[src/rtl/fir_mac_engine.sv]
// fir_mac_engine
//   Multiply-accumulate datapath behind the FIR control FSM. A FirStart pulse
//   launches one pass computing y = sum h[k]*x[XBase-k], k = 0..TAPS-1, reading
//   samples and coefficients from two synchronous 1-cycle-latency memories.
//   FirEnd pulses once when the accumulator is final; FirOe latches the
//   rounded/scaled accumulator onto FirOut.
//
//   Optional feature macro: FIR_SAT_EN
//     defined   -> output saturates to DW bits, FirOvf is a sticky clamp flag
//     undefined -> output wraps to DW bits, FirOvf tied 0
//
// Ports
//   clk, reset          clock (rising edge), async active-low reset
//   FirStart, XBase     start pulse (clears acc, restarts pass), newest sample addr
//   FirOe               latch scaled acc into FirOut this cycle
//   XAddr, CAddr, RdEn  sample/coefficient read address, shared read enable
//   XData, CData        read data, valid one cycle after RdEn
//   FirEnd, FirBusy     pass-complete pulse, pass in progress
//   FirOut, FirValid    registered scaled result and its update strobe
//   FirOvf              sticky saturation flag
module fir_mac_engine #(
  parameter int DW    = 16,
  parameter int CW    = 16,
  parameter int TAPS  = 32,
  parameter int AW    = 10,
  parameter int KW    = 5,
  parameter int ACCW  = 40,
  parameter int SHIFT = 15
) (
  input  logic          clk,
  input  logic          reset,
  input  logic          FirStart,
  input  logic          FirOe,
  input  logic [AW-1:0] XBase,
  output logic [AW-1:0] XAddr,
  output logic [KW-1:0] CAddr,
  output logic          RdEn,
  input  logic [DW-1:0] XData,
  input  logic [CW-1:0] CData,
  output logic          FirEnd,
  output logic          FirBusy,
  output logic [DW-1:0] FirOut,
  output logic          FirValid,
  output logic          FirOvf
);

  localparam int PW = DW + CW;
  localparam logic [KW-1:0] K_LAST = KW'(TAPS - 1);

  typedef enum logic [1:0] {S_IDLE, S_ISSUE, S_DRAIN, S_DONE} state_t;

  state_t                  state_q, state_d;
  logic [KW-1:0]           k_q, k_d;
  logic [AW-1:0]           xbase_q, xbase_d;
  logic                    drn_q, drn_d;
  // [0]: read data valid this cycle, [1]: product register valid this cycle
  logic [1:0]              vld_pipe_q, vld_pipe_d;
  logic signed [PW-1:0]    prod_q, prod_d;
  logic signed [ACCW-1:0]  acc_q, acc_d;
  logic [DW-1:0]           fir_out_q, fir_out_d;
  logic                    fir_valid_q, fir_valid_d;
  logic signed [ACCW-1:0]  r;
  logic [DW-1:0]           fit;

  // ---------------- FSM: state register ----------------
  always_ff @(posedge clk or negedge reset) begin
    if (!reset) begin
      state_q <= S_IDLE;
      k_q     <= '0;
      xbase_q <= '0;
      drn_q   <= 1'b0;
    end else begin
      state_q <= state_d;
      k_q     <= k_d;
      xbase_q <= xbase_d;
      drn_q   <= drn_d;
    end
  end

  // ---------------- FSM: next state ----------------
  // FirStart wins in every state, which is what makes a restart abort the pass.
  always_comb begin
    state_d = state_q;
    k_d     = k_q;
    xbase_d = xbase_q;
    drn_d   = drn_q;
    if (FirStart) begin
      state_d = S_ISSUE;
      k_d     = '0;
      xbase_d = XBase;
    end else begin
      unique case (state_q)
        S_ISSUE: begin
          if (k_q == K_LAST) begin
            state_d = S_DRAIN;
            drn_d   = 1'b0;
          end else begin
            k_d = k_q + 1'b1;
          end
        end
        S_DRAIN: begin
          if (drn_q) state_d = S_DONE;
          else       drn_d   = 1'b1;
        end
        S_DONE:  state_d = S_IDLE;
        default: state_d = S_IDLE;
      endcase
    end
  end

  // ---------------- FSM: outputs ----------------
  always_comb begin
    RdEn    = (state_q == S_ISSUE);
    FirBusy = (state_q != S_IDLE);
    FirEnd  = (state_q == S_DONE);
    CAddr   = k_q;
    // Subtraction in AW bits gives the circular wrap below address 0.
    XAddr   = xbase_q - AW'(k_q);
  end

  // ---------------- MAC datapath ----------------
  // A restart flushes in-flight reads/products so nothing from the aborted
  // pass lands in the freshly cleared accumulator.
  always_comb begin
    vld_pipe_d = FirStart ? 2'b00 : {vld_pipe_q[0], RdEn};
    prod_d     = vld_pipe_q[0] ? PW'($signed(XData) * $signed(CData)) : prod_q;
    acc_d      = acc_q;
    if (FirStart)
      acc_d = '0;
    else if (vld_pipe_q[1])
      acc_d = acc_q + {{(ACCW-PW){prod_q[PW-1]}}, prod_q};
  end

  always_ff @(posedge clk or negedge reset) begin
    if (!reset) begin
      vld_pipe_q <= '0;
      prod_q     <= '0;
      acc_q      <= '0;
    end else begin
      vld_pipe_q <= vld_pipe_d;
      prod_q     <= prod_d;
      acc_q      <= acc_d;
    end
  end

  // ---------------- output scaling ----------------
  generate
    if (SHIFT == 0) begin : g_noround
      assign r = acc_q;
    end else begin : g_round
      // Add half an LSB of the result before the arithmetic shift: round half up.
      localparam logic signed [ACCW-1:0] HALF = ACCW'(1) << (SHIFT - 1);
      assign r = (acc_q + HALF) >>> SHIFT;
    end
  endgenerate

`ifdef FIR_SAT_EN
  localparam logic signed [ACCW-1:0] OUT_MAX = ACCW'((2 ** (DW - 1)) - 1);
  localparam logic signed [ACCW-1:0] OUT_MIN = ACCW'(-(2 ** (DW - 1)));

  logic clamp;
  logic ovf_q, ovf_d;

  always_comb begin
    fit   = r[DW-1:0];
    clamp = 1'b0;
    if (r > OUT_MAX) begin
      fit   = {1'b0, {(DW-1){1'b1}}};
      clamp = 1'b1;
    end else if (r < OUT_MIN) begin
      fit   = {1'b1, {(DW-1){1'b0}}};
      clamp = 1'b1;
    end
  end

  // FirStart clears the flag; a clamp in the same cycle still sets it.
  always_comb begin
    ovf_d = (FirStart ? 1'b0 : ovf_q) | (FirOe & clamp);
  end

  always_ff @(posedge clk or negedge reset) begin
    if (!reset) ovf_q <= 1'b0;
    else        ovf_q <= ovf_d;
  end

  assign FirOvf = ovf_q;
`else
  logic unused_hi;
  assign fit       = r[DW-1:0];
  assign unused_hi = ^r[ACCW-1:DW];
  assign FirOvf    = 1'b0;
`endif

  // FirOut samples the pre-start acc when FirStart and FirOe coincide.
  always_comb begin
    fir_out_d   = FirOe ? fit : fir_out_q;
    fir_valid_d = FirOe;
  end

  always_ff @(posedge clk or negedge reset) begin
    if (!reset) begin
      fir_out_q   <= '0;
      fir_valid_q <= 1'b0;
    end else begin
      fir_out_q   <= fir_out_d;
      fir_valid_q <= fir_valid_d;
    end
  end

  assign FirOut   = fir_out_q;
  assign FirValid = fir_valid_q;

endmodule

[config.mk]
export PLATFORM = sky130hd
export DESIGN_NAME = fir_mac_engine
export DESIGN_NICKNAME = d
export VERILOG_FILES = /design/src/rtl/fir_mac_engine.sv
export SDC_FILE = /design/constraint.sdc
export NUM_CORES = 1
export LEC_CHECK = 0
export ABC_AREA = 1
export CAP_MARGIN = 20
export CORE_MARGIN = 1.5
export CORE_UTILIZATION = 30
export DETAILED_ROUTE_END_ITERATION = 8
export GPL_ROUTABILITY_DRIVEN = 0
export HOLD_SLACK_MARGIN = 0.03
export PLACE_DENSITY = 0.55
export SLEW_MARGIN = 10
export SYNTH_ARGS = -nofsm -noshare
export SYNTH_HDL_FRONTEND = slang
export SYNTH_SLANG_ARGS = --single-unit
export TNS_END_PERCENT = 5
[constraint.sdc]
create_clock -name clk -period 1.8 [get_ports clk]
set_input_delay 0.27 -clock clk [delete_from_list [all_inputs] [get_ports clk]]
set_output_delay 0.27 -clock clk [all_outputs]
set_load 0.05 [all_outputs]
# Word-level counts from Yosys, hierarchy flattened
# Index checks and enable logic that the tools add are counted.
word_totals:
  reg_bits: 109
  elab_cells: 42
  out_inout_bits: 36
  in_bits: 46
classes:
  n_reduce_logical: 7
  n_bitwise: 1
  muxes: 12
  n_addsub: 4
  n_mul: 1
  eq_ne: 8
op_table:
  columns: ["op", "n"]
  rows:
  - ["$mux 40", 2]
  - ["$add 40x40->40", 1]
  - ["$mul 16x16->32", 1]
  - ["$add 31x16->31 const B", 1]
  - ["$mux 5", 3]
  - ["$sub 10x5->10", 1]
  - ["$mux 2", 4]
  - ["$reduce_bool 2->1", 4]
  - ["$add 5x1->5 const B", 1]
  - ["$eq 5x5->1 const B", 1]
  - ["$eq 2x2->1 const B", 2]
  - ["$pmux 2 s2", 1]
  - ["$reduce_and 2->1", 2]
  - ["$ne 3x2->1 const B", 1]
  - ["$ne 3x3->1 const B", 1]
  - ["$reduce_and 3->1", 1]
  - ["$eq 2x1->1 const B", 1]
  - ["$ne 2x1->1 const B", 1]
  - ["$ne 2x2->1 const B", 1]
  - ["$pmux 1 s2", 1]
  - ["$mux 1", 1]
  - ["$not 1->1", 1]

# Logic depth before layout (Yosys ltp)
# Gate-level depths: netlist of the first run.
logic_depth:
  depth_word: 4
  mapped_depth: 30
  ltp_nobuf: 28

# Least setup slack after synthesis of the first run
# OpenSTA, ideal clock, no wires.
synth_timing:
  kind: "input to register"
  from: "input port XData[15]"
  to: "register prod_q[30]"
  stages: 28
  arrival_ns: 5.527
  setup_slack_ns: -3.845
  setup_time_ns: 0.118
  path_cell_list: "clkbuf_2 > clkbuf_1 > nand2_1 > inv_1 > fa_1 > inv_1 > fa_1 > inv_1 > fa_1 > inv_1 > fa_1 > inv_1 > fa_1 > inv_1 > fa_1 > inv_1 > ha_1 > nand2_1 > nor2_1 > nand3_1 > nor2_1 > nand2_1 > inv_1 > nor2_1 > inv_1 > nand2_1 > nand3_1 > nand2_1"
synth_via:
  elab_chain_len: 1
synth_rtl:
  columns: ["item", "line_no", "rtl"]
  rows:
  - ["from (decl)", "38", "input logic [DW-1:0] XData,"]
  - ["$mul 16x16->32", "126", "prod_d = vld_pipe_q[0] ? PW'($signed(XData) * $signed(CData)) : prod_q;"]
  - ["to (signal assigned)", "141", "prod_q <= prod_d;"]
  - ["to (decl)", "58", "logic signed [PW-1:0] prod_q, prod_d;"]
# Every way passes these cells.
# A chain may end at the register's enable or synchronous reset.

# Worst setup path after layout of the first run
layout_timing:
  from: "input port CData[6]"
  to: "register prod_q[22]"
layout_via:
  elab_chain_len: 1
layout_rtl:
  columns: ["item", "line_no", "rtl"]
  rows:
  - ["from (decl)", "39", "input logic [CW-1:0] CData,"]
  - ["$mul 16x16->32", "126", null]
# Every way passes these cells.

==> results of run 1 <==
state kept, by name, summed over array words and instances, names as in the netlist:
register    cells
acc_q          31
prod_q         31
FirOut         16
xbase_q        10
CAddr           5
state_q         2
vld_pipe_q      2
FirValid        1
drn_q           1
repair_timing:
item,4_1_cts,5_1_grt
hold buffers,1,0
cloned,6,2
gates resized for setup,440,135
setup buffers,74,7
endpoints found under the hold margin,74,0
setup endpoints to repair,70,75
pin swaps,227,102
layer usage:
layer / vias to the layer above / wire, um / share of wire [%] / global-route usage (%)
li1: 7483 / - / - / -
met1: 7555 / 20500 / 42 / 21.5
met2: 307 / 24800 / 51 / 31.9
met3: 77 / 1770 / 3.7 / 1.63
met4: 0 / 1280 / 2.6 / 4.76
met5: - / 0 / 0 / 0
layout by cell type, fill, tap and decap left out, drive strengths merged:
master,Yosys,layout
a21o,2,2
dlygate4sd3,0,1
a21oi,67,67
dlymetal6s2s,0,4
clkinvlp,0,5
o22ai,2,2
nand3,95,95
conb,1,1
nand4,13,13
fa,258,258
nand2,696,696
dlygate4sd2,0,5
o21ai,80,80
clkinv,0,3
xnor2,24,24
buf,4,399
xor2,19,19
clkbuf,70,20
dfrtp,99,99
inv,551,550
and2,2,2
nor2,122,122
nand3b,9,9
ha,122,122
bufbuf,0,1
a31oi,5,5
or2,8,8
clkdlybuf4s15,0,7
o31ai,1,1
o21bai,7,7
nor4,2,2
o21a,2,2
clkdlybuf4s50,0,14
nor3,18,18
a22o,2,2
layout make-up:
type,instances,area (um2),share of cell area [%]
clock inverter,7,52.6,0.221
sequential,99,2480,10.4
timing repair buffer,442,4160,17.5
tap,748,936,3.94
inverter,551,2090,8.78
clock buffer,9,225,0.947
multi-input combinational,1557,13800,58.2
logic make-up (layout without fill, tap and decap cells):
group	count (synthesis)	after routing
AO/OA/AOI/OAI	168	168
other	1	1
flip-flops	99	99
adder cells (fa/ha/maj)	380	380
AND/OR/NAND/NOR	965	965
buffers and inverters	625	1009
XOR/XNOR	43	43
stage by stage:
step           setup slack (ps)  util, %  hold slack (ps)  setup TNS, ps  cells
2_1_floorplan             -3330        -            -25.6         -87310   2281
3_3_place_gp              -4180     37.6              118        -107620   3307
3_5_place_dp              -4200     37.6              120        -109280   3307
4_1_cts                   -3200     42.2              280         -82630   3404
5_1_grt                   -3410     43.2              301         -90850   3413
6_report                  -3250     43.2              279         -82010   3413
path summary, 6_finish.rpt:
path	endpoint	depth (start not counted)
setup / recovery	prod_q[22]$_DFFE_PN0P_	27
hold / removal	FirValid$_DFF_PN0_	2
setup reg to reg	acc_q[21]$_DFFE_PN0P_	10
hold reg to reg	FirOut[11]$_DFFE_PN0P_	2
max in group asynchronous	prod_q[20]$_DFFE_PN0P_	3
min in group clk	FirOut[11]$_DFFE_PN0P_	2
==> summary by stage, run 1 <==
Outcome
The flow ran to the end, but the final reports show violations. The final reports fail on negative setup slack.

Worst setup path
Data on the critical path is required at its endpoint by roughly 2100 ps. By instance count, the cell type seen most on the critical path is fa_1. The largest stage delay on the critical path is between 500 and 600 ps. In this run the worst setup path begins at CData[6]. The critical register-to-register path startpoint is prod_q[15]$_DFFE_PN0P_. Broken down by cell family, the worst path's largest delay share belongs to adder cells. STA classifies the critical path startpoint as a primary input. The kind of capture point of the worst setup path is a register. The category of the most critical setup path is primary input to register. The maximum net fanout on the critical path is 7.

The data arrival at the endpoint of the critical path is between 5000 and 6000 ps. The number of buffer and inverter stages on the critical path is 9. Among all stages on the critical path, the largest delay is contributed by fa_1.

The register-to-register setup slack is -130 ps.

Logic synthesis
The top cell type by area accounts for between 30% and 40% of the synthesized area. The post-synthesis cell count is 2281. The post-synth net total is roughly 2700. The fraction of the mapped netlist area in compound gates is 5.30%.

After synthesis, the largest family of logic cells by area is adder cells. For this run, the number of Yosys warnings is 0. The library cell with the highest instance count after synthesis is nand2_1. For this run, the leading register cell type out of synthesis is dfrtp_1. The number of enable flip-flop cells after synthesis is 0. In the synthesized netlist, the cells that appear most often are nand2_1 (696), inv_1 (542), fa_1 (258).

After Yosys synthesis, XOR and XNOR cells account for 2.25% of the synthesized area. In this run, synthesis produced a sequential element count of 99. A synthesized cell averages 7.33 um2. In this run the cell area of the synthesized design comes to 0.0167 mm2.

Sorting the synthesized cells by area gives the leading types as fa_1 (31%), nand2_1 (16%), dfrtp_1 (15%). Yosys mapped the design onto 37 distinct sky130hd cell types. Sequential cells were found to cover roughly 15% of the synthesized design area.

The post-synthesis adder-cell area fraction is approximately two fifths. The multiplexer area fraction after synthesis is 0%. The simple logic cell fraction of the synthesized area is about a quarter. The largest total area in the synthesized netlist belongs to fa_1. After synthesis, the share of flip-flops with an asynchronous set or reset is 100%.

Drt
The number of DRC violations after detailed routing is 0. The overall routed net length is 48.3 mm. In this run, the number of DRC markers left after iteration 0 of detailed routing was around 700.

The average via count per standard cell is ~4.5. The detailed router placed about 15000 vias in this run. The routed wirelength normalized by instance count is about 14 um.

In this run the remaining antenna-violating nets after routing total 0. The pre-antenna-repair detailed-routing pass consisted of 6 iterations.

Timing
The highest clock rate is between 150 and 200 MHz. The count of endpoints failing setup in the final report is between 50 and 60. The count of final hold-check violations was 0. The final worst clock skew is about 11 ps. Setup repair after global routing could not meet its margin everywhere. For the pin with the worst max-slew slack, the measured transition is 597 ps. The worst-case setup margin in the final layout is -3250 ps. The clock period minus worst slack is approximately 5000 ps.

The part of the cycle the worst path needs is 281%. The max-slew violation count is 0. The worst slew margin relative to its limit is between 60% and 70%.

Place
The number of buffers added on ports is 80. Detailed placement ended at an HPWL of ~38 mm. The placed instances occupy a cell area of 0.0207 mm2.

Global routing
Summed over all layers, the global routing overflow is 0. The global-route usage over all layers is between 10% and 20%. The number of global-route vias before repair came to approximately 16000. The number of antenna violations at the first check in global routing is 0. Entering global routing, the biggest net connects 40 pins. The first global-routing pass estimated 79.7 mm of wire.

Clocking
The H-tree depth reported by CTS is 3. The maximum buffer depth of the clock tree is 2. The number of clock sinks seen by CTS is between 90 and 100. The clock root buffer is clkbuf_16. For the worst-skew pair, the clock arrives at the later sink with an insertion delay of roughly 360 ps. The TritonCTS buffer count is 9.

The clock tree from TritonCTS is yes. Clock-pin slew was measured on the worst setup and hold paths at 70 ps.

Final layout
After filler insertion, the fill cell instance count of the layout stands at between 5000 and 6000. The area growth from synthesis to layout is 42.2%. The final net count is 3086. 0 antenna diodes ended up in the layout. The share of cells above drive strength 1 is between 30% and 40%. With fillers left out, the area of the finished cells amounts to approximately 0.024 mm2.

Floorplan
After floorplanning, the core was sized to cover approximately 0.055 mm2. The starting density of the core is a little under a third. The floorplan has 86 rows. The floorplan step defined a die boundary enclosing between 0.05 and 0.06 mm2.

From left edge to right edge, the die measures ~240 um. For this design the top-level I/O count stands at slightly above 80. The chip height is roughly 240 um.

Hold path
The path category of the worst min-delay check is primary input to async pin.

Job
Across the run, the number of max-cap violations was 0.
Power of run 1 is left out: the tool's default activity adds up to more than one toggle a clock period on the data nets, which glitch-free logic cannot reach.
==> inputs of run 2 (changes only) <==
--- a/config.mk
+++ b/config.mk
@@ -8,11 +8,12 @@
 export ABC_AREA = 1
 export CAP_MARGIN = 20
 export CORE_MARGIN = 1.5
-export CORE_UTILIZATION = 30
+export CORE_UTILIZATION = 69
+export CTS_BUF_LIST = sky130_fd_sc_hd__clkbuf_2 sky130_fd_sc_hd__clkbuf_4 sky130_fd_sc_hd__clkbuf_8
 export DETAILED_ROUTE_END_ITERATION = 8
 export GPL_ROUTABILITY_DRIVEN = 0
 export HOLD_SLACK_MARGIN = 0.03
-export PLACE_DENSITY = 0.55
+export PLACE_DENSITY = 0.95
 export SLEW_MARGIN = 10
 export SYNTH_ARGS = -nofsm -noshare
 export SYNTH_HDL_FRONTEND = slang
==> constraint.sdc (replaced) <==
create_clock -name clk -period 6.12 [get_ports clk]
set_input_delay 0.918 -clock clk [delete_from_list [all_inputs] [get_ports clk]]
set_output_delay 0.918 -clock clk [all_outputs]
set_load 0.05 [all_outputs]
==> run 2 against run 1 <==
The run now fails in global routing. Synthesized area is the same. Synthesized cell count is the same.
==> summary by stage, run 2 <==
Logic synthesis
Ranked by total cell area, the synthesized netlist is headed by fa_1 (31%), nand2_1 (16%), dfrtp_1 (15%). In the synthesized netlist the async set-or-reset flop fraction comes to 100%. After technology mapping, the gate count stands at about 2300. After synthesis the cells add up to 0.0167 mm2. The fraction of synthesized cell area taken by the top area cell type is between 30% and 40%. The number of enable flip-flop cells after synthesis is 0. The count of warnings emitted by yosys is 0.

The most used flip-flop cell after synthesis is dfrtp_1. In the synthesized netlist, the cells that appear most often are nand2_1 (696), inv_1 (542), fa_1 (258). The register bit count reported by yosys is between 90 and 100. Of all cell types, the one taking the most synthesized area is fa_1. The post-synth net total is roughly 2700.

The number of different library cells used by synthesis comes to 37. The share of the Yosys chip area taken by registers is 14.8%. The library cell with the highest instance count after synthesis is nand2_1. Averaged over all synthesized cells, the footprint is between 7 and 8 um2.

Place
Once detailed placement completed, the half-perimeter wirelength came to slightly below 40 mm. The cell count after placement is 2756. Timing analysis after detailed placement gives a worst setup slack of -907 ps. The number of buffers added on ports is 80.

Global routing
For this run the aggregate overflow at the end of global routing stands at 5. Entering global routing, the biggest net connects between 50 and 60 pins. The global-route usage over all layers is a little over three fifths.

Floorplan
The initial utilization of the core area, before any placement, comes to around 71%. 82 I/O pins were placed. The chip height is ~160 um. Row generation in the floorplan step produced between 50 and 60 rows. The die is between 150 and 200 um wide.

Clocking
The H-tree depth reported by CTS is 3. The clock root buffer is clkbuf_8. Clock tree synthesis inserted a total of 9 buffers. The maximum buffer depth of the clock tree is 2.

Counting every sink on the clock net gives a little under 100.

Outcome
The tool reported: "[ERROR GRT-0232] Routing congestion too high. Check the congestion heatmap in the GUI". The run stopped with a tool error. Progress stopped at global routing.
==> run 2: cell counts after synthesis <==
Identical to the previous run, type by type.
==> run 2: stage by stage <==
| step | utilization, % | instance area (um2) | TNS (ps) |
|---|---|---|---|
| after floorplan | - | 16700 | 0 |
| after global placement | 80.1 | 18900 | -6310 |
| after detailed placement | 80.1 | 18900 | -11700 |
| after CTS | 83.0 | 19600 | -7.87 |
==> run 2: timing repair <==
item	in CTS
hold buffers	0
endpoints found under the hold margin	0
pin swaps	28
setup buffers	12
resized for setup	80
setup endpoints to repair	19
==> run 2: logic make-up after synthesis <==
family	count (synthesis)	share of synthesized area, %
other	1	0.0224
AND/OR/NAND/NOR	965	23.5
adder cells (fa/ha/maj)	380	40.0
XOR/XNOR	43	2.25
flip-flops	99	14.8
buffers and inverters	625	14.1
AO/OA/AOI/OAI	168	5.30
==> run 2: layer usage <==
metal / global-route usage, % / overflow
met5: 21.5 / 0
met4: 56.7 / 1
met3: 47.7 / 0
met2: 81.2 / 4
met1: 64.0 / 0
==> inputs of run 3 (changes only) <==
--- a/config.mk
+++ b/config.mk
@@ -8,12 +8,10 @@
 export ABC_AREA = 1
 export CAP_MARGIN = 20
 export CORE_MARGIN = 1.5
-export CORE_UTILIZATION = 69
-export CTS_BUF_LIST = sky130_fd_sc_hd__clkbuf_2 sky130_fd_sc_hd__clkbuf_4 sky130_fd_sc_hd__clkbuf_8
+export CORE_UTILIZATION = 40
 export DETAILED_ROUTE_END_ITERATION = 8
 export GPL_ROUTABILITY_DRIVEN = 0
-export HOLD_SLACK_MARGIN = 0.03
-export PLACE_DENSITY = 0.95
+export PLACE_DENSITY_LB_ADDON = 0.15
 export SLEW_MARGIN = 10
 export SYNTH_ARGS = -nofsm -noshare
 export SYNTH_HDL_FRONTEND = slang
==> run 3 against run 2 <==
The flow now finishes, with violations (design-rule violations).
==> summary by stage, run 3 (same netlist as run 1, synthesis figures left out) <==
Clocking
The longest clock path from root to sink contains 2 buffers. TritonCTS built the clock tree. CTS built an H-tree with a depth of 3.

The clock input transition at the sequential cells of the worst setup and hold paths is roughly 70 ps. The tree is rooted in a clkbuf_16. The clock latency of the later-clocked register in the worst-skew pair is roughly 350 ps. CTS saw 99 sinks. Buffers inserted during clock tree synthesis total 9.

Global routing
The number of antenna violations at the first check in global routing was 0. The wire length of the first global-routing pass is 74.5 mm. The global-route congestion overflow total is 0. Entering global routing, the biggest net connects 59 pins. The number of global-route vias before repair is 15200. The global-route usage over all layers is roughly a fifth.

Final layout
The library cells used most frequently in the layout, excluding fill and tap cells, are nand2_1 (658), inv_1 (530), fa_1 (243). For this run, the post-layout net count is 2928. The post-route netlist has between 15 and 20% of its cells at a drive strength greater than 1. The area growth from synthesis to layout is 24.6%. The number of antenna diodes in the final layout is 0.

The most common cell after layout, fill and taps aside is nand2_1.

Timing
Setup violations remaining at the end of the flow were counted as 0. Setup total negative slack on the finished layout was measured at 0 ps. The worst slew margin relative to its limit is between 30% and 40%. Setup repair after global routing could not meet its margin everywhere. The worst path in the final design needs a cycle of about 6000 ps, including I/O delays and setup. The actual transition at the worst max-transition pin is 920 ps. Of the available clock period, the critical path in the final layout requires 97.6%. The max-slew violation count is 0. The final worst clock skew is ~9.5 ps. Derived from the worst setup path, the maximum achievable clock frequency is ~170 MHz. The count of final hold-check violations was 0.

Drt
Across all layers, the routed design uses approximately 14000 vias. In the final routed layout, each cell accounts on average for about 14 um. After detailed routing, the number of vias per cell comes to around 4.8.

In this run, the number of DRC markers left after iteration 0 of detailed routing was slightly above 800. The first TritonRoute pass finished after 7 iterations. The remaining antenna violation count after routing is 0. After detailed routing, the total wire length is 43.5 mm. The number of DRC violations after detailed routing is 1.

Place
Input and output buffers added on the ports amount to 80. Summed over all nets, the half-perimeter wirelength after detailed placement is 36.9 mm.

Floorplan
The core region is ~0.04 mm2. The floorplan has 74 rows. The chip height is ~210 um. The I/O pin count is 82. The horizontal die dimension is between 200 and 250 um. For this configuration, the core starts out at a cell density of between 40% and 50%. The floorplan step defined a die boundary enclosing 0.0430 mm2.

Job
Max-cap violations in this run came to 0.

Worst setup path
For the worst setup path, the data required time is around 6400 ps. The kind of capture point of the worst setup path is a register. The maximum net fanout on the critical path is 6. STA classifies the critical path startpoint as a primary input. The category of the most critical setup path is primary input to register.

Data on the critical path arrives at its endpoint at roughly 6300 ps.

Outcome
The final reports fail on design-rule violations. The flow ran to the end, but the final reports show violations.

Hold path
The tightest min-delay check is of the register to register type.
-- run 3: metal layers --
metal,part of all wire [%],GRT usage (%),up-vias,wire [um]
met4,2.0,4.36,0,864
met2,49,37.0,251,21100
met3,4.1,2.59,55,1790
li1,-,-,7155,-
met1,45,28.3,6966,19700
met5,0,0,-,0
-- run 3: worst paths after layout --
path / start / endpoint / slack [ps] / cells past startpoint
setup reg to reg: prod_q[0]$_DFFE_PN0P_ / acc_q[24]$_DFFE_PN0P_ / 3880 / 11
max in group asynchronous: reset / CAddr[0]$_DFFE_PN0P_ / 4370 / 2
setup / recovery: CData[7] / prod_q[28]$_DFFE_PN0P_ / 140 / 26
min in group asynchronous: reset / prod_q[2]$_DFFE_PN0P_ / 560 / 1
hold reg to reg: FirOut[0]$_DFFE_PN0P_ / FirOut[0]$_DFFE_PN0P_ / 480 / 2
hold / removal: FirOut[0]$_DFFE_PN0P_ / FirOut[0]$_DFFE_PN0P_ / 480 / 2
-- run 3: repair_timing --
item / 4_1_cts / 5_1_grt
setup endpoints to repair: 18 / 21
endpoints found under the hold margin: 0 / 0
pin swaps: 12 / 127
cloned: 0 / 1
buffers inserted: 1 / 13
hold buffers: 0 / 0
resized for setup: 49 / 188
-- run 3: cell type report --
class,instances,area (um2)
Inverter,551,2070
Multi-Input combinational cell,1557,12700
Tap cell,532,666
Clock inverter,2,37.5
Timing Repair Buffer,284,2640
Sequential cell,99,2480
Clock buffer,12,246
Fill cell,4017,20200
-- run 3: worst max-delay path, cell delays in order --
cell             delay [ps]
clkdlybuf4s50_1         480
buf_6                   140
buf_4                   140
nand2_1                  70
fa_1                    470
inv_1                    50
fa_1                    380
inv_1                    90
fa_1                    380
inv_1                   100
fa_1                    440
fa_1                    550
inv_1                    50
fa_1                    530
inv_1                    70
ha_4                    250
nand2_1                  60
nand2_1                  90
buf_4                   160
a21oi_4                 200
nor2_4                   60
o21bai_1                200
nand3_1                 100
nand2_1                  80
nand3_1                  70
nand2_1                 100
-- run 3: through the flow --
stage | area (um2) | instances | hold WS [ps] | utilization [%] | setup slack, ps
after global routing | 20800 | 3037 | 508 | 50.8 | -62.7
final | 20800 | 3037 | 478 | 50.8 | 145
after floorplan | 16700 | 2281 | 446 | - | 23.9
after detailed placement | 19500 | 3008 | 463 | 47.5 | -670
after CTS | 20000 | 3023 | 479 | 48.7 | -1.03
after global placement | 19500 | 3007 | 460 | 47.4 | -677
Power of run 3 is left out for the same reason.
